**src/rtl/lcd_split_driver.sv**
```systemverilog
// Parametrised RGB LCD timing generator with a built-in two-channel compositor.
// Pixel requests go out combinationally; hs/vs/de/rgb reach the pins RD_LAT+1 clocks later.
`timescale 1ns/1ps
module lcd_split_driver #(
    parameter int                H_SYNC   = 1,
    parameter int                H_BACK   = 46,
    parameter int                H_DISP   = 800,
    parameter int                H_FRONT  = 210,
    parameter int                V_SYNC   = 1,
    parameter int                V_BACK   = 23,
    parameter int                V_DISP   = 480,
    parameter int                V_FRONT  = 22,
    parameter int                DATA_W   = 16,
    parameter int                RD_LAT   = 1,
    parameter logic [DATA_W-1:0] BG_COLOR = 16'h0000
) (
    input  logic              clk,
    input  logic              rst,
    input  logic [1:0]        mode,
    input  logic [12:0]       ch_h_pixel,
    output logic              rd0_en,
    input  logic [DATA_W-1:0] rd0_data,
    output logic              rd1_en,
    input  logic [DATA_W-1:0] rd1_data,
    output logic [10:0]       pixel_xpos,
    output logic [10:0]       pixel_ypos,
    output logic              frame_start,
    output logic              lcd_hs,
    output logic              lcd_vs,
    output logic              lcd_de,
    output logic [DATA_W-1:0] lcd_rgb
);

    localparam int CW      = 12;
    localparam int H_TOTAL = H_SYNC + H_BACK + H_DISP + H_FRONT;
    localparam int V_TOTAL = V_SYNC + V_BACK + V_DISP + V_FRONT;
    localparam int H_ACT_S = H_SYNC + H_BACK;
    localparam int H_ACT_E = H_ACT_S + H_DISP;
    localparam int V_ACT_S = V_SYNC + V_BACK;
    localparam int V_ACT_E = V_ACT_S + V_DISP;
    localparam int HALF    = H_DISP / 2;

    typedef enum logic [1:0] {
        SEL_BG  = 2'd0,
        SEL_CH0 = 2'd1,
        SEL_CH1 = 2'd2,
        SEL_BAR = 2'd3
    } sel_e;

    typedef struct packed {
        logic       hs;
        logic       vs;
        logic       act;
        sel_e       sel;
        logic [2:0] bar;
    } tap_t;

    localparam tap_t TAP_IDLE = '{hs: 1'b1, vs: 1'b1, act: 1'b0, sel: SEL_BG, bar: 3'd0};

    // RGB565 colour-bar palette, left to right
    function automatic logic [DATA_W-1:0] bar_color(input logic [2:0] idx);
        logic [15:0] c;
        case (idx)
            3'd0:    c = 16'hFFFF;
            3'd1:    c = 16'hFFE0;
            3'd2:    c = 16'h07FF;
            3'd3:    c = 16'h07E0;
            3'd4:    c = 16'hF81F;
            3'd5:    c = 16'hF800;
            3'd6:    c = 16'h001F;
            default: c = 16'h0000;
        endcase
        return DATA_W'(c);
    endfunction

    logic [CW-1:0]     h_cnt_q, h_cnt_d;
    logic [CW-1:0]     v_cnt_q, v_cnt_d;
    logic [1:0]        mode_q;
    logic              h_act_s, v_act_s, act_s;
    logic              frame_start_s;
    logic [10:0]       x_s, y_s, x_right_s;
    logic              rd0_s, rd1_s;
    sel_e              sel_s;
    logic [2:0]        bar_s;
    tap_t              tap_s;
    tap_t              dly_q [RD_LAT];
    tap_t              tail_s;
    logic              hs_q, vs_q, de_q;
    logic [DATA_W-1:0] rgb_q, rgb_d;

    // Raster counter next state: h wraps every line, v advances on each h wrap
    always_comb begin
        h_cnt_d = h_cnt_q;
        v_cnt_d = v_cnt_q;
        if (h_cnt_q == CW'(H_TOTAL - 1)) begin
            h_cnt_d = '0;
            v_cnt_d = (v_cnt_q == CW'(V_TOTAL - 1)) ? '0 : v_cnt_q + 12'd1;
        end else begin
            h_cnt_d = h_cnt_q + 12'd1;
        end
    end

    // Raster counters and per-frame mode latch
    always_ff @(posedge clk) begin
        if (rst) begin
            h_cnt_q <= '0;
            v_cnt_q <= '0;
            mode_q  <= 2'b00;
        end else begin
            h_cnt_q <= h_cnt_d;
            v_cnt_q <= v_cnt_d;
            mode_q  <= frame_start_s ? mode : mode_q;
        end
    end

    // Active-area decode and coordinates; reset forces everything idle
    always_comb begin
        h_act_s       = (h_cnt_q >= CW'(H_ACT_S)) && (h_cnt_q < CW'(H_ACT_E));
        v_act_s       = (v_cnt_q >= CW'(V_ACT_S)) && (v_cnt_q < CW'(V_ACT_E));
        act_s         = h_act_s && v_act_s && !rst;
        x_s           = act_s ? 11'(h_cnt_q - CW'(H_ACT_S)) : 11'd0;
        y_s           = act_s ? 11'(v_cnt_q - CW'(V_ACT_S)) : 11'd0;
        x_right_s     = x_s - 11'(HALF);
        frame_start_s = !rst && (h_cnt_q == '0) && (v_cnt_q == '0);
    end

    // Per-channel read requests; at most one channel owns any pixel
    always_comb begin
        rd0_s = 1'b0;
        rd1_s = 1'b0;
        case (mode_q)
            2'b00: rd0_s = act_s && ({2'b00, x_s} < ch_h_pixel);
            2'b01: rd1_s = act_s && ({2'b00, x_s} < ch_h_pixel);
            2'b10: begin
                if (x_s < 11'(HALF)) begin
                    rd0_s = act_s && ({2'b00, x_s} < ch_h_pixel);
                end else begin
                    rd1_s = act_s && ({2'b00, x_right_s} < ch_h_pixel);
                end
            end
            default: begin
                rd0_s = 1'b0;
                rd1_s = 1'b0;
            end
        endcase
    end

    // Source select; a pixel without a request falls back to the background
    always_comb begin
        sel_s = SEL_BG;
        if (mode_q == 2'b11) begin
            sel_s = SEL_BAR;
        end else if (rd0_s) begin
            sel_s = SEL_CH0;
        end else if (rd1_s) begin
            sel_s = SEL_CH1;
        end else begin
            sel_s = SEL_BG;
        end
    end

    // Bar index = floor(x*8/H_DISP), found by comparing x*8 against each k*H_DISP
    always_comb begin
        bar_s = 3'd0;
        for (int k = 1; k < 8; k++) begin
            bar_s = ({2'b00, x_s, 3'b000} >= 16'(k * H_DISP)) ? 3'(k) : bar_s;
        end
    end

    // Everything the output stage needs about this raster position
    always_comb begin
        tap_s     = TAP_IDLE;
        tap_s.hs  = (h_cnt_q >= CW'(H_SYNC));
        tap_s.vs  = (v_cnt_q >= CW'(V_SYNC));
        tap_s.act = act_s;
        tap_s.sel = sel_s;
        tap_s.bar = bar_s;
    end

    // Delay line matching the frame-buffer read latency
    always_ff @(posedge clk) begin
        if (rst) begin
            for (int i = 0; i < RD_LAT; i++) begin
                dly_q[i] <= TAP_IDLE;
            end
        end else begin
            dly_q[0] <= tap_s;
            for (int i = 1; i < RD_LAT; i++) begin
                dly_q[i] <= dly_q[i-1];
            end
        end
    end

    assign tail_s = dly_q[RD_LAT-1];

    // Pixel mux at the tail, where requested read data is now valid
    always_comb begin
        rgb_d = '0;
        if (tail_s.act) begin
            case (tail_s.sel)
                SEL_CH0: rgb_d = rd0_data;
                SEL_CH1: rgb_d = rd1_data;
                SEL_BAR: rgb_d = bar_color(tail_s.bar);
                default: rgb_d = BG_COLOR;
            endcase
        end else begin
            rgb_d = '0;
        end
    end

    // Output register; hs, vs, de and rgb share one pipeline so they stay aligned
    always_ff @(posedge clk) begin
        if (rst) begin
            hs_q  <= 1'b1;
            vs_q  <= 1'b1;
            de_q  <= 1'b0;
            rgb_q <= '0;
        end else begin
            hs_q  <= tail_s.hs;
            vs_q  <= tail_s.vs;
            de_q  <= tail_s.act;
            rgb_q <= rgb_d;
        end
    end

    assign rd0_en      = rd0_s;
    assign rd1_en      = rd1_s;
    assign pixel_xpos  = x_s;
    assign pixel_ypos  = y_s;
    assign frame_start = frame_start_s;
    assign lcd_hs      = hs_q;
    assign lcd_vs      = vs_q;
    assign lcd_de      = de_q;
    assign lcd_rgb     = rgb_q;

endmodule
```
**config.mk**
```make
export PLATFORM = sky130hd
export DESIGN_NAME = lcd_split_driver
export DESIGN_NICKNAME = d
export VERILOG_FILES = /design/src/rtl/lcd_split_driver.sv
export SDC_FILE = /design/constraint.sdc
export NUM_CORES = 1
export LEC_CHECK = 0
export BUFFER_PORTS_ARGS = -buffer_cell sky130_fd_sc_hd__buf_2
export CAP_MARGIN = 40
export CORE_ASPECT_RATIO = 1.4
export CORE_MARGIN = 2
export CORE_UTILIZATION = 40
export DETAILED_ROUTE_END_ITERATION = 16
export GPL_ROUTABILITY_DRIVEN = 0
export PLACE_DENSITY = 0.69
export SLEW_MARGIN = 5
export SYNTH_ARGS = -nofsm -noshare
export SYNTH_HDL_FRONTEND = slang
export SYNTH_SLANG_ARGS = --single-unit
```
**constraint.sdc**
```tcl
create_clock -name clk -period 8.14 [get_ports clk]
set_clock_uncertainty 0.2 [all_clocks]
set_input_delay 1.221 -clock clk [delete_from_list [all_inputs] [get_ports clk]]
set_output_delay 1.221 -clock clk [all_outputs]
set_load 0.005 [all_outputs]
```
; ---- Yosys cells after proc, flatten, opt, wreduce, memory -nomap -nowiden
; Memory sizes are Yosys's and may differ from the RTL's.
; Cells that the tools add are included.
[totals]
ff_bits = 45
ram_bits = 8
output_inout_bits = 44
mem_count = 1
[op_classes]
addsub = 5
order_cmp = 16
eq_ne = 14
n_mux = 24
bitwise_logic = 1
reduce_logical = 16
[memory_table]
columns = name, depth, word_bits, read_ports, rd_ports_with_merged_regs, wr, line_no
row1 = dly_q, 1, 8, 1, 0, 1, 86  ; tap_t dly_q [RD_LAT];
[op_table]
columns = cell, count
row1 = $pmux 16 s7, 1
row2 = $pmux 16 s3, 1
row3 = $ge 14x12->1 const B, 3
row4 = $ge 14x13->1 const B, 2
row5 = $lt 11x13->1, 2
row6 = $add 12x1->12 const B, 2
row7 = $ge 12x1->1 const B, 2
row8 = $logic_not 12->1, 2
row9 = $mux 11, 2
row10 = $ge 14x10->1 const B, 1
row11 = $ge 14x11->1 const B, 1
row12 = $eq 12x10->1 const B, 1
row13 = $eq 12x11->1 const B, 1
row14 = $ge 12x5->1 const B, 1
row15 = $ge 12x6->1 const B, 1
row16 = $lt 12x10->1 const B, 1
row17 = $lt 12x9->1 const B, 1
row18 = $mux 12, 1
row19 = $mux 3, 4
row20 = $lt 11x9->1 const B, 1
row21 = $sub 11x5->11 const B, 1
row22 = $sub 11x6->11 const B, 1
row23 = $sub 11x9->11 const B, 1
row24 = $mux 2, 5
row25 = 15 further kinds, 37

; ---- Logic depth before layout (Yosys ltp)
; Gate-level depths: netlist (run 1).
[depth]
ltp_word = 14
ltp_mapped = 19
ltp_nobuf = 17

; ---- Worst setup path after synthesis (run 1)
; OpenSTA, ideal clock, no wires.
[synth_path]
path_type = input -> output
startpoint = in rst
endpoint = out rd1_en
t_arrival_ps = 4490
required_time_ps = 6719
slack_ps = 2229
path_stages = 16
n_path_buf = 1
path_cell_list = or3_1 > or4_1 > a2111o_1 > clkinv_1 > clkbuf_1 > nand2_1 > ha_1 > a211oi_1 > xor2_1 > ha_1 > nand3_1 > o221ai_1 > a21oi_1 > o311ai_0 > a21oi_1 > a22o_1
[synth_via]
elab_chain_cells = 8
[synth_lines]
columns = item, line_no
row1 = start: declaration, 18  ; input logic rst,
row2 = $logic_not 1->1 *, 120  ; act_s = h_act_s && v_act_s && !rst;
row3 = $logic_and 1x1->1 *, 120
row4 = $mux 11, 121  ; x_s = act_s ? 11'(h_cnt_q - CW'(H_ACT_S)) : 11'd0;
row5 = $sub 11x9->11, 123  ; x_right_s = x_s - 11'(HALF);
row6 = $lt 11x13->1, 138  ; rd1_s = act_s && ({2'b00, x_right_s} < ch_h_pixel);
row7 = $logic_and 1x1->1, 138
row8 = $mux 1, 135  ; if (x_s < 11'(HALF)) begin
row9 = $pmux 1 s2 *, 131  ; case (mode_q)
row10 = end: declaration, 23  ; output logic rd1_en,
; Mark *: on every way between the ends. The rest lies on a longest branch, timed or not.

; ---- Final worst setup path (run 1)
; Ends and elaborated chain as after synthesis.

==> results of run 1 <==
==> layer usage <==
layer	GRT usage	vias to the layer above	part of all wire
li1	-	1699	-
met1	0.207	1501	0.41
met2	0.335	113	0.50
met3	0.0335	22	0.057
met4	0.0871	0	0.032
met5	0	-	0
==> worst register-to-register path: cells and delay by family (launching register included) <==
kind / cells / cell delay, ns
xor+xnor: 1 / 0.18
flops: 1 / 0.47
simple gates: 4 / 0.76
buf+inv: 1 / 0.48
fa+ha+maj: 3 / 0.93
compound gates: 8 / 1.97
==> final timing paths <==
check | depth (start not counted) | slack, ns | endpoint
setup / recovery | 17 | 1.43 | rd1_en
hold / removal | 1 | 0.22 | lcd_vs
setup reg to reg | 17 | 3.04 | dly_q[0][4]
hold reg to reg | 1 | 0.22 | lcd_vs
==> sequential cells by signal, summed over array words and instances (netlist names) <==
register / flops
lcd_rgb: 16
lcd_de: 1
h_cnt_q: 12
v_cnt_q: 12
dly_q: 8
lcd_vs: 1
lcd_hs: 1
mode_q: 2
==> final cells by class <==
class                   instances  area share
inverters                      32      0.0286
clock buffers                   5      0.0298
clock inverters                 3      0.0104
flip-flops and latches         53       0.253
multi-input cells             348       0.536
repair buffers                 92       0.111
well taps                     105      0.0313
==> layout by cell type (no fill, tap or decap), types with 4 or more instances in the layout <==
| cell type | Yosys | routed |
|---|---|---|
| nand3_1 | 16 | 16 |
| nor2b_1 | 21 | 21 |
| nand2_1 | 40 | 40 |
| buf_2 | 7 | 90 |
| and3_1 | 5 | 5 |
| nand4_1 | 6 | 6 |
| inv_1 | 31 | 31 |
| xnor2_1 | 23 | 23 |
| ha_1 | 33 | 33 |
| clkbuf_16 | 0 | 5 |
| a211oi_1 | 5 | 5 |
| dfxtp_1 | 53 | 53 |
| a21oi_1 | 29 | 29 |
| and2_1 | 5 | 5 |
| nor2_1 | 53 | 53 |
| o21a_1 | 4 | 4 |
| o21ai_0 | 29 | 29 |
| nor3_1 | 13 | 13 |
| xor2_1 | 15 | 15 |
==> report_power, final <==
part	switching [W]	internal, W
clock	0.0000952	0.000146
combinational	0.0000231	0.0000224
sequential	0.00000398	0.000263
==> through the flow <==
step,total power [W],util
floorplan,0.000298,-
global placement,0.000317,0.466
detailed placement,0.000318,0.468
CTS,0.000560,0.488
global route,0.000576,0.488
finish,0.000553,0.488
==> logic make-up after synthesis <==
family                     Yosys count  share of synthesized area
buffers and inverters               61                     0.0720
adders and majority gates           33                      0.116
DFF                                 53                      0.298
other                                1                    0.00105
AOI/OAI and AO/OA                   93                      0.169
muxes                                3                    0.00983
xor gates and xnor gates            38                     0.0934
and+or+nand+nor                    178                      0.241
==> flow_metrics.py, run 1 <==
metrics = {
    "run_status": {
        "outcome": "finished clean",
    },
    "min_path": {
        "hold_class": "reg -> reg",
        "worstHoldStart": "dly_q[0][6]",
    },
    "timing": {
        "finalCritPeriodShare": 0.825,
        "setup_ws_ns": 1.43,
        "whs_ns": 0.220,
        "hold_viol": 0,
        "max_freq_mhz": 149,
        "rsz0062_at_grt": "false",
        "worst_pin_slew_ns": 0.811,
        "slew_violations": 0,
        "layout_min_cycle_time_ns": 6.71,
        "setup_violations": 0,
        "tns_ns": 0,
        "slew_headroom": 0.456,
    },
    "synth": {
        "synthCells": 460,
        "synth.distinct_cells": 55,
        "netlist.area_leader.share": 0.298,
        "yosys.area.top_type": "dfxtp_1",
        "synth-seq-cells": 53,
        "async_flop_share": 0,
        "synth_common_cells": "dfxtp_1 (53), nor2_1 (53), nand2_1 (40), ha_1 (33), inv_1 (31)",
        "synth_area_leaders": "dfxtp_1 (30%), ha_1 (12%), xnor2_1 (5.7%)",
        "synth_area_per_cell_um2": 7.74,
        "synth_edf_count": 0,
        "ys.flop_type": "dfxtp_1",
        "seq_area_frac_synth": 0.298,
        "syn_area_um2": 3560,
        "yosysWarnings": 0,
    },
    "clock_tree": {
        "cts_buffers": 5,
        "clock_sinks": 53,
        "cts_resized": 0,
        "clkTransAtPathRegs_ns": 0.07,
        "post_cts_buffers": 0,
        "tritoncts": "done",
        "htreeDepth": 2,
        "clk_latency_ns": 0.29,
        "cts-hold-fix-buffers": 0,
        "cts-root-buf": "clkbuf_16",
        "clockBufferDepth": 2,
    },
    "critical_path": {
        "critical_path_class": "in -> out",
        "critPathSlowestCell": "a2111o_1",
        "reg2reg_from": "h_cnt_q[0]",
        "cp_max_fo": 20,
        "cp-end-kind": "primary output",
        "crit_start": "rst",
        "crit_buf_inv": 3,
        "start_kind": "primary input",
        "required_ns": 6.72,
        "cpLargestDelayFamily": "compound AO/OA/AOI/OAI gates",
        "worstPathCellList": "buf_2 -> or3_1 -> or4_1 -> a2111o_1 -> clkinv_1 -> nand2_1 -> ha_1 -> a211oi_1 -> xor2_1 -> ha_1 -> nand3_1 -> o221ai_1 -> a21oi_1 -> o311ai_0 -> a21oi_1 -> a22o_1 -> buf_2",
        "critPathArrivalTime_ns": 5.29,
        "slowest_delay_ns": 0.58,
    },
    "drt": {
        "wl_per_cell_um": 13.9,
        "totalWireLength_um": 8870,
        "final_antenna_net_count": 0,
        "remaining_drc_errors": 0,
        "dr_total_vias": 3335,
        "drt_iter0_drc": 127,
        "drt_pass1_iterations": 5,
        "vias_per_cell": 5.23,
    },
    "finish": {
        "fin_area_um2": 4200,
        "multi_input_area_um2": 2250,
        "n_fill_cell": 839,
        "area_growth_pct": 17.9,
        "diodes": 0,
        "final_nets": 614,
        "register_area_um2": 1060,
        "drive_gt1_frac": 0.205,
        "final_cells": 638,
    },
    "global_routing": {
        "overflow": 0,
        "grt_usage": 0.184,
        "grt_pass1_vias": 3225,
        "grt_pass1_wl_um": 14700,
        "grt_max_degree": 21,
        "antenna_found_initial": 0,
    },
    "placed_design": {
        "dpl.cell_count": 630,
        "preCtsSetupSlack_ns": 1.41,
        "portBuffers": 90,
        "place_area_um2": 4030,
        "hpwl_um": 6980,
    },
    "floorplanning": {
        "coreArea_um2": 8610,
        "die_x_um": 83.8,
        "ios": 93,
        "initial_core_util": 0.414,
        "die_y_um": 116,
        "fp-row-count": 40,
        "dieArea_um2": 9690,
    },
    "run": {
        "drv_cap": 0,
    },
    "pwr": {
        "p_leak_nw": 1.95,
        "power_density_nw_per_um2": 132,
        "ir_worst_vdd_uv": 134,
    },
}
(Power assumes the default switching activity.)
==> inputs of run 2 (changes only) <==
==> constraint.sdc (replaced) <==
create_clock -name clk -period 6.6 [get_ports clk]
set_clock_uncertainty 0.2 [all_clocks]
set_input_delay 0.99 -clock clk [delete_from_list [all_inputs] [get_ports clk]]
set_output_delay 0.99 -clock clk [all_outputs]
set_load 0.005 [all_outputs]
==> run 2 against run 1 <==
Effect of this change:
- non-clock buffer count up 1
- die area stayed put
- combinational power grew 23%
- via count is 0.57% lower
- utilization down 0.22 points
- total power is 17% higher
- critical path depth unchanged
==> flow_metrics.py, run 2 (same netlist as run 1, synthesis figures left out) <==
metrics = {
    "run_status": {
        "outcome": "finished clean",
    },
    "critical_path": {
        "reg2reg_from": "h_cnt_q[0]",
        "slowest_delay_ns": 0.41,
        "critical_path_class": "in -> out",
        "crit_start": "rst",
        "worstPathCellList": "buf_2 -> or3_1 -> or4_1 -> a2111o_1 -> clkinv_1 -> nand2_1 -> ha_1 -> a211oi_1 -> xor2_1 -> ha_1 -> nand3_1 -> o221ai_1 -> a21oi_1 -> o311ai_0 -> a21oi_1 -> a22o_1 -> buf_2",
        "start_kind": "primary input",
        "required_ns": 5.41,
        "reg2reg_to": "dly_q[0][4]",
        "cp.depth": 17,
        "critPathArrivalTime_ns": 4.67,
        "cp_max_fo": 13,
        "critPathSlowestCell": "or4_1",
        "crit_path_end": "rd1_en",
        "r2r_cells": 17,
        "rrSetupSlack_ns": 2.04,
        "cp-end-kind": "primary output",
        "cpLargestDelayFamily": "compound AO/OA/AOI/OAI gates",
        "crit_buf_inv": 3,
    },
    "clock_tree": {
        "tritoncts": "done",
        "cts_resized": 0,
        "htreeDepth": 2,
        "clkTransAtPathRegs_ns": 0.07,
        "clk_latency_ns": 0.30,
        "clock_sinks": 53,
        "cts-hold-fix-buffers": 0,
        "cts-root-buf": "clkbuf_16",
        "clockBufferDepth": 2,
        "cts_buffers": 5,
        "post_cts_buffers": 0,
    },
    "floorplanning": {
        "dieArea_um2": 9690,
        "ios": 93,
        "initial_core_util": 0.414,
        "coreArea_um2": 8610,
        "die_y_um": 116,
        "fp-row-count": 40,
        "die_x_um": 83.8,
    },
    "placed_design": {
        "portBuffers": 90,
        "hpwl_um": 6910,
        "dpl.cell_count": 631,
        "preCtsSetupSlack_ns": 0.726,
        "place_area_um2": 4040,
    },
    "timing": {
        "tns_ns": 0,
        "slew_violations": 0,
        "finalCritPeriodShare": 0.888,
        "setup_ws_ns": 0.738,
        "worst_pin_slew_ns": 0.765,
        "rsz0062_at_grt": "false",
        "hold_viol": 0,
        "layout_min_cycle_time_ns": 5.86,
        "slew_headroom": 0.487,
        "setup_violations": 0,
        "max_freq_mhz": 171,
    },
    "pwr": {
        "power_density_nw_per_um2": 155,
        "ir_worst_vdd_uv": 124,
        "p_leak_nw": 1.94,
    },
    "drt": {
        "remaining_drc_errors": 0,
        "final_antenna_net_count": 0,
        "drt_iter0_drc": 107,
        "vias_per_cell": 5.19,
        "wl_per_cell_um": 13.8,
        "totalWireLength_um": 8830,
        "dr_total_vias": 3316,
        "drt_pass1_iterations": 4,
    },
    "finish": {
        "diodes": 0,
        "final_cells": 639,
        "fin_area_um2": 4180,
        "largest_register_ff_count": 16,
        "area_growth_pct": 17.4,
        "drive_gt1_frac": 0.204,
        "final_nets": 615,
        "final_core_util": 0.486,
        "final_cell_mix": "buf_2 (90), nor2_1 (53), dfxtp_1 (53), nand2_1 (40), ha_1 (33)",
        "layout_commonest_cell": "buf_2",
    },
    "global_routing": {
        "grt_pass1_vias": 3235,
        "grt_usage": 0.183,
        "grt_max_degree": 21,
        "grt_pass1_wl_um": 14700,
        "antenna_found_initial": 0,
        "overflow": 0,
    },
    "run": {
        "drv_cap": 0,
    },
    "min_path": {
        "hold_class": "reg -> reg",
    },
}
run 2: cell types whose count changed in the layout (fill, tap and decap cells not counted):
cell | before | now
bufinv_16 | 1 | 0
buf_4 | 2 | 3
clkbuf_1 | 0 | 1
run 2: area by class of cell:
type | instances | area (um2)
Inverter | 32 | 120
Sequential cell | 53 | 1060
Fill cell | 872 | 4430
Multi-Input combinational cell | 348 | 2250
Timing Repair Buffer | 93 | 473
Clock buffer | 6 | 129
Clock inverter | 2 | 13.8
Tap cell | 105 | 131
run 2: metrics by stage:
step           hold slack, ns  total power, W
6_report                0.218        0.000647
4_1_cts                 0.224        0.000658
2_1_floorplan           0.189        0.000368
3_5_place_dp            0.207        0.000392
5_1_grt                 0.238        0.000676
3_3_place_gp            0.210        0.000391
run 2: power breakdown:
part / total [W] / switching, W / internal, W
sequential: 0.000329 / 0.00000507 / 0.000324
combinational: 0.0000558 / 0.0000283 / 0.0000275
clock: 0.000262 / 0.000120 / 0.000142
total: 0.000647 / 0.000153 / 0.000493
run 2: worst min-delay path by stage:
| stage | from | endpoint | slack, ns | cells after the start |
|---|---|---|---|---|
| finish | dly_q[0][6] | lcd_vs | 0.22 | 1 |
| global route | dly_q[0][6] | lcd_vs | 0.24 | 1 |
| CTS | dly_q[0][6] | lcd_vs | 0.22 | 1 |
| detailed placement | dly_q[0][6] | lcd_vs | 0.21 | 1 |
| global placement | dly_q[0][6] | lcd_vs | 0.21 | 1 |
| floorplan | dly_q[0][7] | lcd_hs | 0.19 | 1 |
run 2: layer usage:
layer / global-route usage / routed length (um) / up-vias
met4: 0.0624 / 167 / 0
met1: 0.212 / 3760 / 1485
met3: 0.0399 / 524 / 13
met2: 0.336 / 4370 / 113
met5: 0 / 0 / -
li1: - / - / 1705
run 2: worst register-to-register path, delay by kind of cell, from the launching register on:
kind | cells | cell delay [ns]
flip-flops | 1 | 0.48
buffers and inverters | 1 | 0.21
AO/OA/AOI/OAI | 8 | 1.96
adder cells (fa/ha/maj) | 3 | 0.97
AND/OR/NAND/NOR | 4 | 0.52
XOR/XNOR | 1 | 0.10
